## src/rtl/ysyx_24090010_lsu_pkg.sv

```systemverilog
// Shared types and decode helpers for the ysyx_24090010 load/store unit.
package ysyx_24090010_lsu_pkg;

  typedef enum logic [1:0] {
    S_IDLE = 2'd0,
    S_REQ  = 2'd1,
    S_WAIT = 2'd2,
    S_DONE = 2'd3
  } lsu_state_e;

  localparam logic [2:0] F3_LB  = 3'b000;
  localparam logic [2:0] F3_LH  = 3'b001;
  localparam logic [2:0] F3_LW  = 3'b010;
  localparam logic [2:0] F3_LBU = 3'b100;
  localparam logic [2:0] F3_LHU = 3'b101;
  localparam logic [2:0] F3_SB  = 3'b000;
  localparam logic [2:0] F3_SH  = 3'b001;
  localparam logic [2:0] F3_SW  = 3'b010;

  // funct3[1:0] encodes the access size for every legal load and store.
  function automatic logic lsu_misaligned(input logic [2:0] f3, input logic [1:0] off);
    logic mis;
    case (f3[1:0])
      2'b01:   mis = off[0];
      2'b10:   mis = (off != 2'b00);
      default: mis = 1'b0;
    endcase
    return mis;
  endfunction

  function automatic logic lsu_legal(input logic is_store, input logic [2:0] f3);
    logic ok;
    if (is_store) begin
      ok = (f3 == F3_SB) || (f3 == F3_SH) || (f3 == F3_SW);
    end else begin
      ok = (f3 == F3_LB) || (f3 == F3_LH) || (f3 == F3_LW) ||
           (f3 == F3_LBU) || (f3 == F3_LHU);
    end
    return ok;
  endfunction

endpackage

```

## src/rtl/ysyx_24090010_lsu_align.sv

```systemverilog
// Byte-lane steering: store mask/replication and load extraction/extension.
module ysyx_24090010_lsu_align
  import ysyx_24090010_lsu_pkg::*;
(
  input  logic [2:0]  i_func3,
  input  logic [1:0]  i_off,
  input  logic [31:0] i_wdata,
  input  logic [31:0] i_rdata,
  output logic [3:0]  o_wmask,
  output logic [31:0] o_wdata,
  output logic [31:0] o_rdata
);

  logic [7:0]  w_byte;
  logic [15:0] w_half;

  // Halfwords are only ever extracted at offset 0 or 2, so off[1] picks the lane.
  assign w_byte = i_rdata[{i_off, 3'b000} +: 8];
  assign w_half = i_rdata[{i_off[1], 4'b0000} +: 16];

  // Store byte enables and lane-replicated write data.
  always_comb begin
    o_wmask = 4'b0000;
    o_wdata = 32'h0000_0000;
    case (i_func3)
      F3_SB: begin
        o_wmask = 4'b0001 << i_off;
        o_wdata = {4{i_wdata[7:0]}};
      end
      F3_SH: begin
        o_wmask = 4'b0011 << i_off;
        o_wdata = {2{i_wdata[15:0]}};
      end
      F3_SW: begin
        o_wmask = 4'b1111;
        o_wdata = i_wdata;
      end
      default: begin
        o_wmask = 4'b0000;
        o_wdata = 32'h0000_0000;
      end
    endcase
  end

  // Load data sign/zero extension.
  always_comb begin
    o_rdata = 32'h0000_0000;
    case (i_func3)
      F3_LB:   o_rdata = {{24{w_byte[7]}}, w_byte};
      F3_LBU:  o_rdata = {24'h00_0000, w_byte};
      F3_LH:   o_rdata = {{16{w_half[15]}}, w_half};
      F3_LHU:  o_rdata = {16'h0000, w_half};
      F3_LW:   o_rdata = i_rdata;
      default: o_rdata = 32'h0000_0000;
    endcase
  end

endmodule

```

## src/rtl/ysyx_24090010_lsu.sv

```systemverilog
// Load/store unit: accepts one op from execute, runs it on the memory bus,
// and returns a single registered writeback beat.
module ysyx_24090010_lsu
  import ysyx_24090010_lsu_pkg::*;
#(
  parameter int ADDR_W = 32,
  parameter int DATA_W = 32
) (
  input  logic              clk,
  input  logic              rst_n,
  input  logic              in_valid,
  output logic              in_ready,
  input  logic              in_is_store,
  input  logic [2:0]        in_func3,
  input  logic [ADDR_W-1:0] in_addr,
  input  logic [DATA_W-1:0] in_wdata,
  input  logic [4:0]        in_rd,
  output logic              mem_req_valid,
  input  logic              mem_req_ready,
  output logic [ADDR_W-1:0] mem_addr,
  output logic              mem_wen,
  output logic [DATA_W-1:0] mem_wdata,
  output logic [3:0]        mem_wmask,
  input  logic              mem_rsp_valid,
  input  logic [DATA_W-1:0] mem_rdata,
  output logic              wb_valid,
  output logic              wb_reg_wen,
  output logic [4:0]        wb_rd,
  output logic [DATA_W-1:0] wb_data,
  output logic              lsu_err
);

  lsu_state_e        r_state;
  lsu_state_e        w_state_nxt;

  logic              r_is_store;
  logic [2:0]        r_func3;
  logic [1:0]        r_off;
  logic [4:0]        r_rd;

  logic              r_req_valid, w_req_valid_nxt;
  logic [ADDR_W-1:0] r_addr,      w_addr_nxt;
  logic              r_wen,       w_wen_nxt;
  logic [DATA_W-1:0] r_wdata,     w_wdata_nxt;
  logic [3:0]        r_wmask,     w_wmask_nxt;
  logic              r_wb_valid,  w_wb_valid_nxt;
  logic              r_wb_wen,    w_wb_wen_nxt;
  logic [4:0]        r_wb_rd,     w_wb_rd_nxt;
  logic [DATA_W-1:0] r_wb_data,   w_wb_data_nxt;
  logic              r_err,       w_err_nxt;

  logic              w_idle;
  logic              w_ok;
  logic              w_load_wen;
  logic [2:0]        w_al_func3;
  logic [1:0]        w_al_off;
  logic [3:0]        w_wmask;
  logic [DATA_W-1:0] w_wdata_rep;
  logic [DATA_W-1:0] w_load_ext;

  assign w_idle     = (r_state == S_IDLE);
  assign in_ready   = w_idle;
  assign w_ok       = lsu_legal(in_is_store, in_func3) &&
                      !lsu_misaligned(in_func3, in_addr[1:0]);
  assign w_load_wen = !r_is_store && (r_rd != 5'd0);

  // In IDLE the aligner sees the incoming op (store path); afterwards the latched op (load path).
  assign w_al_func3 = w_idle ? in_func3     : r_func3;
  assign w_al_off   = w_idle ? in_addr[1:0] : r_off;

  ysyx_24090010_lsu_align u_align (
    .i_func3 (w_al_func3),
    .i_off   (w_al_off),
    .i_wdata (in_wdata),
    .i_rdata (mem_rdata),
    .o_wmask (w_wmask),
    .o_wdata (w_wdata_rep),
    .o_rdata (w_load_ext)
  );

  assign mem_req_valid = r_req_valid;
  assign mem_addr      = r_addr;
  assign mem_wen       = r_wen;
  assign mem_wdata     = r_wdata;
  assign mem_wmask     = r_wmask;
  assign wb_valid      = r_wb_valid;
  assign wb_reg_wen    = r_wb_wen;
  assign wb_rd         = r_wb_rd;
  assign wb_data       = r_wb_data;
  assign lsu_err       = r_err;

  always_ff @(posedge clk or negedge rst_n) begin
    if (!rst_n) begin
      r_state <= S_IDLE;
    end else begin
      r_state <= w_state_nxt;
    end
  end

  always_comb begin
    w_state_nxt = r_state;
    case (r_state)
      S_IDLE: begin
        if (in_valid) begin
          w_state_nxt = w_ok ? S_REQ : S_DONE;
        end else begin
          w_state_nxt = S_IDLE;
        end
      end
      S_REQ: begin
        if (mem_req_ready) begin
          w_state_nxt = S_WAIT;
        end else begin
          w_state_nxt = S_REQ;
        end
      end
      S_WAIT: begin
        if (mem_rsp_valid) begin
          w_state_nxt = S_DONE;
        end else begin
          w_state_nxt = S_WAIT;
        end
      end
      S_DONE:  w_state_nxt = S_IDLE;
      default: w_state_nxt = S_IDLE;
    endcase
  end

  // Bus fields hold by default; writeback fields are single-cycle and default to zero.
  always_comb begin
    w_req_valid_nxt = r_req_valid;
    w_addr_nxt      = r_addr;
    w_wen_nxt       = r_wen;
    w_wdata_nxt     = r_wdata;
    w_wmask_nxt     = r_wmask;
    w_wb_valid_nxt  = 1'b0;
    w_wb_wen_nxt    = 1'b0;
    w_wb_rd_nxt     = 5'd0;
    w_wb_data_nxt   = {DATA_W{1'b0}};
    w_err_nxt       = 1'b0;
    case (r_state)
      S_IDLE: begin
        if (in_valid && w_ok) begin
          w_req_valid_nxt = 1'b1;
          w_addr_nxt      = {in_addr[ADDR_W-1:2], 2'b00};
          w_wen_nxt       = in_is_store;
          w_wdata_nxt     = in_is_store ? w_wdata_rep : {DATA_W{1'b0}};
          w_wmask_nxt     = in_is_store ? w_wmask : 4'b0000;
        end else if (in_valid) begin
          w_wb_valid_nxt  = 1'b1;
          w_err_nxt       = 1'b1;
          w_wb_rd_nxt     = in_rd;
        end else begin
          w_req_valid_nxt = 1'b0;
        end
      end
      S_REQ: begin
        if (mem_req_ready) begin
          w_req_valid_nxt = 1'b0;
          w_addr_nxt      = {ADDR_W{1'b0}};
          w_wen_nxt       = 1'b0;
          w_wdata_nxt     = {DATA_W{1'b0}};
          w_wmask_nxt     = 4'b0000;
        end else begin
          w_req_valid_nxt = 1'b1;
        end
      end
      S_WAIT: begin
        if (mem_rsp_valid) begin
          w_wb_valid_nxt = 1'b1;
          w_wb_wen_nxt   = w_load_wen;
          w_wb_rd_nxt    = r_rd;
          w_wb_data_nxt  = w_load_wen ? w_load_ext : {DATA_W{1'b0}};
        end else begin
          w_wb_valid_nxt = 1'b0;
        end
      end
      S_DONE: begin
        w_wb_valid_nxt = 1'b0;
      end
      default: begin
        w_req_valid_nxt = 1'b0;
        w_addr_nxt      = {ADDR_W{1'b0}};
        w_wen_nxt       = 1'b0;
        w_wdata_nxt     = {DATA_W{1'b0}};
        w_wmask_nxt     = 4'b0000;
      end
    endcase
  end

  always_ff @(posedge clk or negedge rst_n) begin
    if (!rst_n) begin
      r_req_valid <= 1'b0;
      r_addr      <= {ADDR_W{1'b0}};
      r_wen       <= 1'b0;
      r_wdata     <= {DATA_W{1'b0}};
      r_wmask     <= 4'b0000;
      r_wb_valid  <= 1'b0;
      r_wb_wen    <= 1'b0;
      r_wb_rd     <= 5'd0;
      r_wb_data   <= {DATA_W{1'b0}};
      r_err       <= 1'b0;
    end else begin
      r_req_valid <= w_req_valid_nxt;
      r_addr      <= w_addr_nxt;
      r_wen       <= w_wen_nxt;
      r_wdata     <= w_wdata_nxt;
      r_wmask     <= w_wmask_nxt;
      r_wb_valid  <= w_wb_valid_nxt;
      r_wb_wen    <= w_wb_wen_nxt;
      r_wb_rd     <= w_wb_rd_nxt;
      r_wb_data   <= w_wb_data_nxt;
      r_err       <= w_err_nxt;
    end
  end

  // The accepted op is kept for the load extraction and writeback that follow.
  always_ff @(posedge clk or negedge rst_n) begin
    if (!rst_n) begin
      r_is_store <= 1'b0;
      r_func3    <= 3'b000;
      r_off      <= 2'b00;
      r_rd       <= 5'd0;
    end else if (in_valid && w_idle) begin
      r_is_store <= in_is_store;
      r_func3    <= in_func3;
      r_off      <= in_addr[1:0];
      r_rd       <= in_rd;
    end else begin
      r_is_store <= r_is_store;
      r_func3    <= r_func3;
      r_off      <= r_off;
      r_rd       <= r_rd;
    end
  end

endmodule

```

## config.mk

```make
export PLATFORM = sky130hd
export DESIGN_NAME = ysyx_24090010_lsu
export DESIGN_NICKNAME = d
export VERILOG_FILES = /design/src/rtl/ysyx_24090010_lsu_pkg.sv /design/src/rtl/ysyx_24090010_lsu_align.sv /design/src/rtl/ysyx_24090010_lsu.sv
export SDC_FILE = /design/constraint.sdc
export NUM_CORES = 1
export LEC_CHECK = 0
export CAP_MARGIN = 20
export CORE_AREA = 5 5 106 148
export CTS_CLUSTER_DIAMETER = 40
export DETAILED_ROUTE_END_ITERATION = 16
export DIE_AREA = 0 0 111 153
export PLACE_DENSITY = 0.73
export SLEW_MARGIN = 40
export SYNTH_ARGS = -nofsm -noshare
export SYNTH_HDL_FRONTEND = slang
export SYNTH_SLANG_ARGS = --single-unit
export TNS_END_PERCENT = 100
```

## constraint.sdc

```tcl
create_clock -name clk -period 2.11 [get_ports clk]
set_clock_uncertainty 0.05 [all_clocks]
set_input_delay 0.3165 -clock clk [delete_from_list [all_inputs] [get_ports clk]]
set_output_delay 0.3165 -clock clk [all_outputs]
set_load 0.1 [all_outputs]
```

## Yosys cells after proc, flatten, opt, wreduce, memory -nomap -nowiden

Cells that the tools add are included.

| storage, ports and cells | value |
|---|---|
| bits in registers | 123 |
| output and inout port bits | 111 |
| input port bits | 110 |

| operators by class | value |
|---|---|
| shifts and indexed selects | 4 |
| eq/ne operators | 16 |
| reductions and logical operators | 18 |
| muxes and demuxes | 43 |

Operator list:

| cell | number |
|---|---|
| $mux W32 | 7 |
| $pmux W32 S5 | 1 |
| $pmux W32 S2 | 2 |
| $pmux W32 S3 | 1 |
| $shiftx A32 B6 Y16 | 1 |
| $shiftx A32 B6 Y8 | 1 |
| $mux W5 | 3 |
| $mux W1 | 13 |
| $eq A3 B3 Y1 const B | 4 |
| $mux W4 | 3 |
| $pmux W4 S3 | 1 |
| $pmux W5 S2 | 1 |
| $mux W2 | 4 |
| $pmux W1 S2 | 4 |
| $pmux W2 S4 | 1 |
| $pmux W4 S2 | 1 |
| $eq A2 B2 Y1 const B | 3 |
| $eq A3 B1 Y1 const B | 2 |
| $eq A3 B2 Y1 const B | 2 |
| $logic_not A3 Y1 | 2 |
| $reduce_bool A5 Y1 | 1 |
| $eq A2 B1 Y1 const B | 2 |
| $logic_and A1 B1 Y1 | 4 |
| $logic_or A1 B1 Y1 | 4 |
| other kinds (11) | 13 |

## Depth between registers and ports, before layout

Gate-level depths: netlist of run 1.

| depth | value |
|---|---|
| depth in word-level cells | 10 |
| mapped depth | 9 |
| mapped depth without buffers | 7 |

## Cells and area by module

Synthesis of run 1 repeated with hierarchy kept, for this count alone.

| second synthesis, totals | value |
|---|---|
| cell total of the unflattened synthesis | 590 |
| area, all modules | 6269.8 sq um |

By module, submodules not included:

| module | sequential area each (sq um) | area each (sq um) | times used | cells each |
|---|---|---|---|---|
| ysyx_24090010_lsu | 3027.9 | 4805.9 | 1 | 365 |
| ysyx_24090010_lsu_align | 0.0 | 1463.9 | 1 | 225 |

## Worst setup path after synthesis of run 1

No wires, ideal clock.

| timing | value |
|---|---|
| path kind | input to register |
| start point | in in_func3[0] |
| end point | reg r_addr[17], in the netlist mem_addr[17] |
| path slack | 15 ps |
| data arrival time | 1923 ps |
| setup time | 122 ps |
| data required time | 1938 ps |
| stages on the path | 9 |
| path buffers | 2 |
| cell sequence | inv_1 > ha_1 > o211a_1 > a21oi_1 > nand4b_1 > a21o_1 > buf_2 > buf_1 > a22o_1 |

| between the ends | value |
|---|---|
| cells in the longest elaborated chain, start to end | 10 |

RTL lines:

| what | RTL line | text |
|---|---|---|
| start, declared | ysyx_24090010_lsu.sv:14 | `input logic [2:0] in_func3,` |
| $eq A3 B1 Y1 or $logic_not A3 Y1 (tied branches) | ysyx_24090010_lsu_pkg.sv:34, ysyx_24090010_lsu_pkg.sv:36 |  |
| $logic_or A1 B1 Y1 (2 in a row) | ysyx_24090010_lsu_pkg.sv:34, ysyx_24090010_lsu_pkg.sv:36 |  |
| $logic_or A1 B1 Y1 | ysyx_24090010_lsu_pkg.sv:36 | `ok = (f3 == F3_LB) \|\| (f3 == F3_LH) \|\| (f3 == F3_LW) \|\|` |
| $logic_or A1 B1 Y1 | ysyx_24090010_lsu_pkg.sv:37 | `(f3 == F3_LBU) \|\| (f3 == F3_LHU);` |
| $mux W1 | ysyx_24090010_lsu_pkg.sv:33 | `if (is_store) begin` |
| $logic_and A1 B1 Y1 * | ysyx_24090010_lsu.sv:63 | `assign w_ok = lsu_legal(in_is_store, in_func3) &&` |
| $logic_and A1 B1 Y1 * | ysyx_24090010_lsu.sv:143 | `if (in_valid && w_ok) begin` |
| $ne A2 B1 Y1 (no source line) * | - |  |
| $reduce_and A3 Y1 (no source line) * | - |  |
| end signal, assigned | ysyx_24090010_lsu.sv:194 | `r_addr <= {ADDR_W{1'b0}};` |
| end signal, assigned | ysyx_24090010_lsu.sv:205 | `r_addr <= w_addr_nxt;` |
| end, declared | ysyx_24090010_lsu.sv:42 | `logic [ADDR_W-1:0] r_addr, w_addr_nxt;` |

Every way passes the cells marked *; elsewhere a longest branch is shown, timed or not.
A chain may end at the register's enable or synchronous reset.

## Worst setup path after layout of run 1

| timing | value |
|---|---|
| start point | reg r_state[1] |
| end point | reg r_wb_data[15], in the netlist wb_data[15] |

| between the ends | value |
|---|---|
| cells in the longest elaborated chain, start to end | 7 |

RTL lines:

| what | RTL line | text |
|---|---|---|
| start, declared | ysyx_24090010_lsu.sv:33 | `lsu_state_e r_state;` |
| start signal, assigned | ysyx_24090010_lsu.sv:96 | `r_state <= w_state_nxt;` |
| $logic_not A2 Y1 | ysyx_24090010_lsu.sv:61 | `assign w_idle = (r_state == S_IDLE);` |
| $mux W2 or $mux W3 (tied branches) | ysyx_24090010_lsu.sv:69, ysyx_24090010_lsu.sv:68 |  |
| $shiftx A32 B6 Y16, or another cell as far along | ysyx_24090010_lsu_align.sv:19 | `assign w_half = i_rdata[{i_off[1], 4'b0000} +: 16];` |
| $pmux W32 S5 | ysyx_24090010_lsu_align.sv:48 | `case (i_func3)` |
| $mux W32 | ysyx_24090010_lsu.sv:173 | `w_wb_data_nxt = w_load_wen ? w_load_ext : {DATA_W{1'b0}};` |
| $mux W32 | ysyx_24090010_lsu.sv:169 | `if (mem_rsp_valid) begin` |
| $mux W32 * | ysyx_24090010_lsu.sv:141 | `case (r_state)` |
| via w_wb_data_nxt[15] | ysyx_24090010_lsu.sv:49 | `logic [DATA_W-1:0] r_wb_data, w_wb_data_nxt;` |
| end signal, assigned | ysyx_24090010_lsu.sv:201 | `r_wb_data <= {DATA_W{1'b0}};` |
| end signal, assigned | ysyx_24090010_lsu.sv:212 | `r_wb_data <= w_wb_data_nxt;` |
| end, declared | ysyx_24090010_lsu.sv:49 |  |

Mark *: on every way through the listed nets, which the timed path passes. The rest lies on a longest branch.

==> results of run 1 <==
## power by group
part,switching [uW],internal (uW),total [uW]
registers,488,3000,3490
logic,7040,3180,10200
clock network,1090,1770,2860
total,8610,7960,16600
## area by class of cell
| type | count | area (um2) |
|---|---|---|
| Fill cell | 1115 | 5340 |
| Clock inverter | 14 | 150 |
| Inverter | 8 | 35.0 |
| Multi-Input combinational cell | 313 | 2380 |
| Tap cell | 189 | 236 |
| Timing Repair Buffer | 286 | 2640 |
| Clock buffer | 18 | 439 |
| Sequential cell | 121 | 3030 |
## cell families after synthesis
family                   count (synthesis)  share of synthesized area (%)
AO/OA/AOI/OAI                          189                           27.3
flip-flops                             121                           54.8
AND/OR/NAND/NOR                        100                           9.24
buffers and inverters                   43                           4.39
multiplexers                            18                           3.49
adder cells (fa/ha/maj)                  3                          0.679
other                                    1                         0.0679
## final timing paths
path                                        start                       end  slack, ns
hold reg to reg            r_is_store$_DFFE_PN0P_    r_is_store$_DFFE_PN0P_       0.44
setup / recovery             r_state[1]$_DFF_PN0_     wb_data[15]$_DFF_PN0_       0.06
max in group asynchronous                   rst_n        wb_rd[4]$_DFF_PN0_       0.97
hold / removal                        in_func3[1]    r_func3[1]$_DFFE_PN0P_       0.38
setup reg to reg             r_state[1]$_DFF_PN0_     wb_data[15]$_DFF_PN0_       0.06
min in group asynchronous                   rst_n  mem_wdata[6]$_DFFE_PN0P_       0.42
## routing by layer
layer | track usage [%] | vias up | part of all wire, %
met1 | 24.5 | 2527 | 36
met3 | 4.87 | 49 | 5.9
li1 | - | 2357 | -
met4 | 11.1 | 0 | 4.3
met2 | 38.4 | 253 | 54
met5 | 0 | - | 0
## worst min-delay path: cells and delay by family
| family | cells | cell delay, ns |
|---|---|---|
| AO/OA/AOI/OAI | 1 | 0.08 |
| buffers and inverters | 3 | 0.39 |
## what timing repair did
| action | in CTS | in global routing |
|---|---|---|
| endpoints found under the hold margin | 42 | 0 |
| pin swaps | 1 | 4 |
| cloned | 1 | 5 |
| hold buffers | 1 | 0 |
| resized for setup | 5 | 26 |
| buffers inserted | 0 | 5 |
| setup endpoints to repair | 52 | 103 |
## state kept, by name, summed over array words and instances (netlist names)
| name | flops |
|---|---|
| lsu_err | 1 |
| mem_wen | 1 |
| r_rd | 5 |
| r_func3 | 3 |
| mem_wdata | 32 |
| wb_data | 32 |
| r_off | 2 |
| mem_req_valid | 1 |
| wb_valid | 1 |
| mem_wmask | 4 |
| r_state | 2 |
| wb_rd | 5 |
| r_is_store | 1 |
| mem_addr | 30 |
| wb_reg_wen | 1 |
## through the flow
| step | utilization (%) | std cells | total power (uW) |
|---|---|---|---|
| global route | 62.5 | 949 | 17200 |
| detailed placement | 56.4 | 905 | 13200 |
| finish | 62.5 | 949 | 16600 |
| CTS | 60.8 | 939 | 16200 |
| floorplan | - | 476 | 10500 |
| global placement | 56.4 | 905 | 13100 |
## placed cells by master (no fill, tap or decap), drive strengths merged, types with 12 or more instances in the layout
cell type / n
a21oi: 12
a22o: 42
a22oi: 15
a2bb2oi: 16
a31oi: 18
buf: 173
clkbuf: 22
clkdlybuf4s50: 106
dfrtp: 121
mux2i: 18
nand2: 52
o21ai: 20
o2bb2ai: 26
==> reports/results.tsv, run 1 <==
metric	value	unit
rsz0062_at_grt	true	
cts_tree	built	
clockBufferDepth	2	
crit_slowest_cell	dfrtp_1	
hold_ws	0.378	ns
worstMarginPinSlew	0.594	ns
cts_made_buffers	17	
p_leak	0.00416	uW
cp.depth	8	
holdPathStages	4	
grt_pass1_wl	29400	um
end_kind	register	
ant_nets	0	
vdd_drop_max	0.00129	V
grt_use_total	21.7	%
start_kind	register	
fp.coreArea	0.0142	mm2
tns	0	ns
dieWidth	111	um
cp_slowest_stage_delay	0.44	ns
dr.pass1.iters	7	
synthTopCellsByArea	dfrtp_1 55%, a22o_1 6.7%, o2bb2ai_1 4.1%, nand2_1 3.5%, mux2i_1 3.1%	
via_per_inst	5.46	
gp_congestion	0.915	
min_path_type	primary input to register	
die_area	0.0170	mm2
antenna_found_initial	0	
grt_overflow_total	0	
postLayoutSetupSlackWorst	0.0595	ns
critPathMaxFanout	8	
async_flop_share	100	%
max_freq	488	MHz
drive_gt1_share	32.8	%
ios	221	
hold_viol_final	0	
max_cap_viol_count	0	
dp_hpwl	13900	um
place_area	0.00803	mm2
grt_start_max_net_pins	68	
synth_flop_cell	dfrtp_1	
synth_largest_area_cell	dfrtp_1	
dr.first_iter.drc_count	266	
syn_area_per_cell	11.6	um2
criticalPathCategory	register to register	
rows	52	
syn_inst	475	
n_antenna_cell	0	
cts_num_sinks	121	
netlist.area_leader.share	54.8	%
fin_crit_sh	97.2	%
period_needed	2.05	ns
design_area	0.00891	mm2
drv_slew	0	
yosys_register_bits	121	
path_clk_slew	0.06	ns
critPathTopFamily	compound AO/OA/AOI/OAI gates	
pre_cts_ws	-0.447	ns
nets	860	
die_height	153	um
routed_wl	19700	um
wl_per_cell	20.8	um
htreeDepth	4	
port-buffer-count	218	
yosysWarnings	0	
yosysMostFrequentCell	dfrtp_1	
crit_top_cell	buf_4	
area_growth_syn_to_layout	61.2	%
yosys.cell_types.count	62	
syn_area	0.00553	mm2
worstSkewPairLatency	0.41	ns
finalSetupViolCount	0	
cts_root_buf	clkbuf_16	
cp_cell_sequence	or2_4, inv_6, buf_4, o31ai_4, buf_4, o21ai_2, nand2b_2, o22ai_1	
status	completed	
grt_pass1_vias	5432	
rr_worst_depth	8	
netlist_top_cells_count	121 x dfrtp_1, 52 x nand2_1, 42 x a22o_1, 26 x o2bb2ai_1	
cp.arrival	2.30	ns
power_density	1860	mW/mm2
cp.required	2.36	ns
remaining_drc_errors	0	
synth_edf_count	0	
vias	5186	
yosysSeqAreaShare	54.8	%
slew-limit-headroom	60.4	%
initial_core_util	38.8	%
critPathBufInv	3	
Note: power is estimated with default switching activity, not from simulation.
==> inputs of run 2 (changes only) <==
--- a/config.mk
+++ b/config.mk
@@ -5,12 +5,13 @@
 export SDC_FILE = /design/constraint.sdc
 export NUM_CORES = 1
 export LEC_CHECK = 0
+export ABC_AREA = 1
 export CAP_MARGIN = 20
-export CORE_AREA = 5 5 106 148
+export CORE_AREA = 5 5 109 152
 export CTS_CLUSTER_DIAMETER = 40
 export DETAILED_ROUTE_END_ITERATION = 16
-export DIE_AREA = 0 0 111 153
-export PLACE_DENSITY = 0.73
+export DIE_AREA = 0 0 114 157
+export PLACE_DENSITY = 0.72
 export SLEW_MARGIN = 40
 export SYNTH_ARGS = -nofsm -noshare
 export SYNTH_HDL_FRONTEND = slang
==> run 2 against run 1 <==
Effect of this change: cell count grew 24%; global-route usage fell by 1.3 points; cell area is 0.39% lower; die area up 5.4%; critical path depth rose by 1; utilization decreased by 3.1 points; sequential cell count is the same; hold slack worse by 0.032 ns; area after synthesis grew 6.2%; synthesized cell count grew 55%; critical endpoint is now mem_wdata[5]$_DFFE_PN0P_.
==> reports/results.tsv, run 2 <==
metric	value	unit
final_common_cell	nand2_1	
finalSetupViolCount	0	
syn_area	0.00587	mm2
endpoint	mem_wdata[5]$_DFFE_PN0P_	
hold_viol_final	0	
fin_crit_sh	92.8	%
rr_worst_depth	9	
dieWidth	114	um
cts_num_sinks	121	
cts_tree	built	
p_total	14800	uW
worstSkewPairLatency	0.40	ns
cp.required	2.40	ns
vias	5634	
power_density	1670	mW/mm2
dr.pass1.iters	4	
path_clk_slew	0.06	ns
end_kind	register	
via_per_inst	4.77	
r2r-start	r_state[0]$_DFF_PN0_	
clockBufferDepth	2	
nets	1089	
vdd_drop_max	0.000987	V
grt_start_max_net_pins	53	
drv_slew	0	
synth_flop_cell	dfrtp_1	
rows	53	
die_height	157	um
startpoint	r_state[0]$_DFF_PN0_	
grt_pass1_wl	28800	um
dr.first_iter.drc_count	356	
min_path_type	primary input to asynchronous set/reset pin	
start_kind	register	
postLayoutSetupSlackWorst	0.152	ns
yosys_register_bits	121	
netlist.area_leader.share	51.6	%
area_growth_syn_to_layout	51.2	%
async_flop_share	100	%
status	completed	
fillCellCount	1369	
r2r_slack	0.15	ns
syn_area_per_cell	7.95	um2
dp_hpwl	13400	um
remaining_drc_errors	0	
die_area	0.0179	mm2
wl_per_cell	15.5	um
n_antenna_cell	0	
grt_overflow_total	0	
pre_cts_ws	-0.162	ns
regArea	0.00303	mm2
multi_input_area	0.00240	mm2
port-buffer-count	218	
critPathMaxFanout	10	
p_leak	0.00471	uW
layout_common_cells	276 x nand2_1, 130 x buf_4, 120 x dfrtp_1	
yosysMostFrequentCell	nand2_1	
max_cap_viol_count	0	
cp.arrival	2.25	ns
worst_r2r_endpoint	mem_wdata[5]$_DFFE_PN0P_	
drive_gt1_share	22.8	%
initial_core_util	39.3	%
period_needed	1.96	ns
ios	221	
yosysSeqAreaShare	51.6	%
criticalPathCategory	register to register	
yosysWarnings	0	
yosys.cell_types.count	31	
ant_nets	0	
routed_wl	18300	um
grt_use_total	20.4	%
htreeDepth	4	
max_freq	511	MHz
fp.coreArea	0.0149	mm2
cts_made_buffers	17	
syn_inst	738	
synthTopCellsByArea	dfrtp_1 52%, nand2_1 18%, nand3_1 5.2%, inv_1 4.2%, nor2_1 3.5%	
synth_edf_count	0	
antenna_found_initial	0	
gp_congestion	0.882	
netlist_top_cells_count	276 x nand2_1, 121 x dfrtp_1, 65 x inv_1, 61 x nand3_1, 55 x nor2_1	
cts_root_buf	clkbuf_16	
grt_pass1_vias	5545	
synth_largest_area_cell	dfrtp_1	
rsz0062_at_grt	false	
-- run 2: cells by family (layout without fill, tap and decap cells) --
kind of cell	after synthesis	after routing	share of synthesized area (%)
flip-flops	121	121	51.6
AO/OA/AOI/OAI	95	95	10.1
adder cells (fa/ha/maj)	3	3	0.640
other	1	2	0.0639
buffers and inverters	105	354	7.80
AND/OR/NAND/NOR	413	414	29.8
-- run 2: worst min-delay path by stage --
stage / from / to / depth (start not counted)
after floorplan: rst_n / lsu_err$_DFF_PN0_ / 0
final: rst_n / mem_addr[29]$_DFFE_PN0P_ / 2
after detailed placement: rst_n / mem_addr[26]$_DFFE_PN0P_ / 1
after global placement: rst_n / mem_addr[29]$_DFFE_PN0P_ / 1
after global routing: rst_n / mem_addr[26]$_DFFE_PN0P_ / 2
after CTS: rst_n / mem_addr[29]$_DFFE_PN0P_ / 2
-- run 2: routing by layer --
| metal | global-route usage [%] | routed length [um] | up-vias | part of all wire [%] |
|---|---|---|---|---|
| li1 | - | - | 2790 | - |
| met1 | 25.4 | 7370 | 2615 | 40 |
| met2 | 34.3 | 9250 | 196 | 51 |
| met3 | 4.19 | 1020 | 33 | 5.6 |
| met4 | 8.89 | 603 | 0 | 3.3 |
| met5 | 0 | 0 | - | 0 |
-- run 2: layout make-up --
| class | instances | share of cell area (%) |
|---|---|---|
| flip-flops and latches | 121 | 34.1 |
| clock buffers | 19 | 5.10 |
| clock inverters | 13 | 2.19 |
| multi-input cells | 514 | 27.0 |
| inverters | 72 | 3.06 |
| repair buffers | 250 | 25.8 |
| well taps | 192 | 2.71 |
-- run 2: critical path: stages (launching register included) --
cell	delay, ns
dfrtp_1	0.47
nor2_2	0.13
buf_4	0.16
o21ai_4	0.26
nand3_4	0.20
nand2_1	0.16
inv_2	0.05
nor2_4	0.24
nand2_1	0.09
nand2_1	0.08
-- run 2: power by group --
part	internal (uW)	switching (uW)	total, uW
Sequential	2900	329	3230
Clock	2050	1080	3130
Combinational	2150	6330	8470
Total	7100	7730	14800
-- run 2: what timing repair did --
action / in CTS / in global routing
hold endpoints to repair: 30 / 0
resized for setup: 0 / 1
buffers inserted: 0 / 1
endpoints found under the setup margin: 0 / 24
hold buffers: 1 / 0
-- run 2: metrics by stage --
stage / TNS (ns) / util (%) / instance area (um2) / instances / hold WS, ns
after floorplan: 0 / - / 5870 / 739 / -0.0291
after global placement: -4.78 / 55.0 / 8200 / 1146 / 0.246
after detailed placement: -9.88 / 55.0 / 8200 / 1146 / 0.241
after CTS: 0 / 59.4 / 8860 / 1179 / 0.347
after global routing: 0 / 59.5 / 8870 / 1181 / 0.355
final: 0 / 59.5 / 8870 / 1181 / 0.346
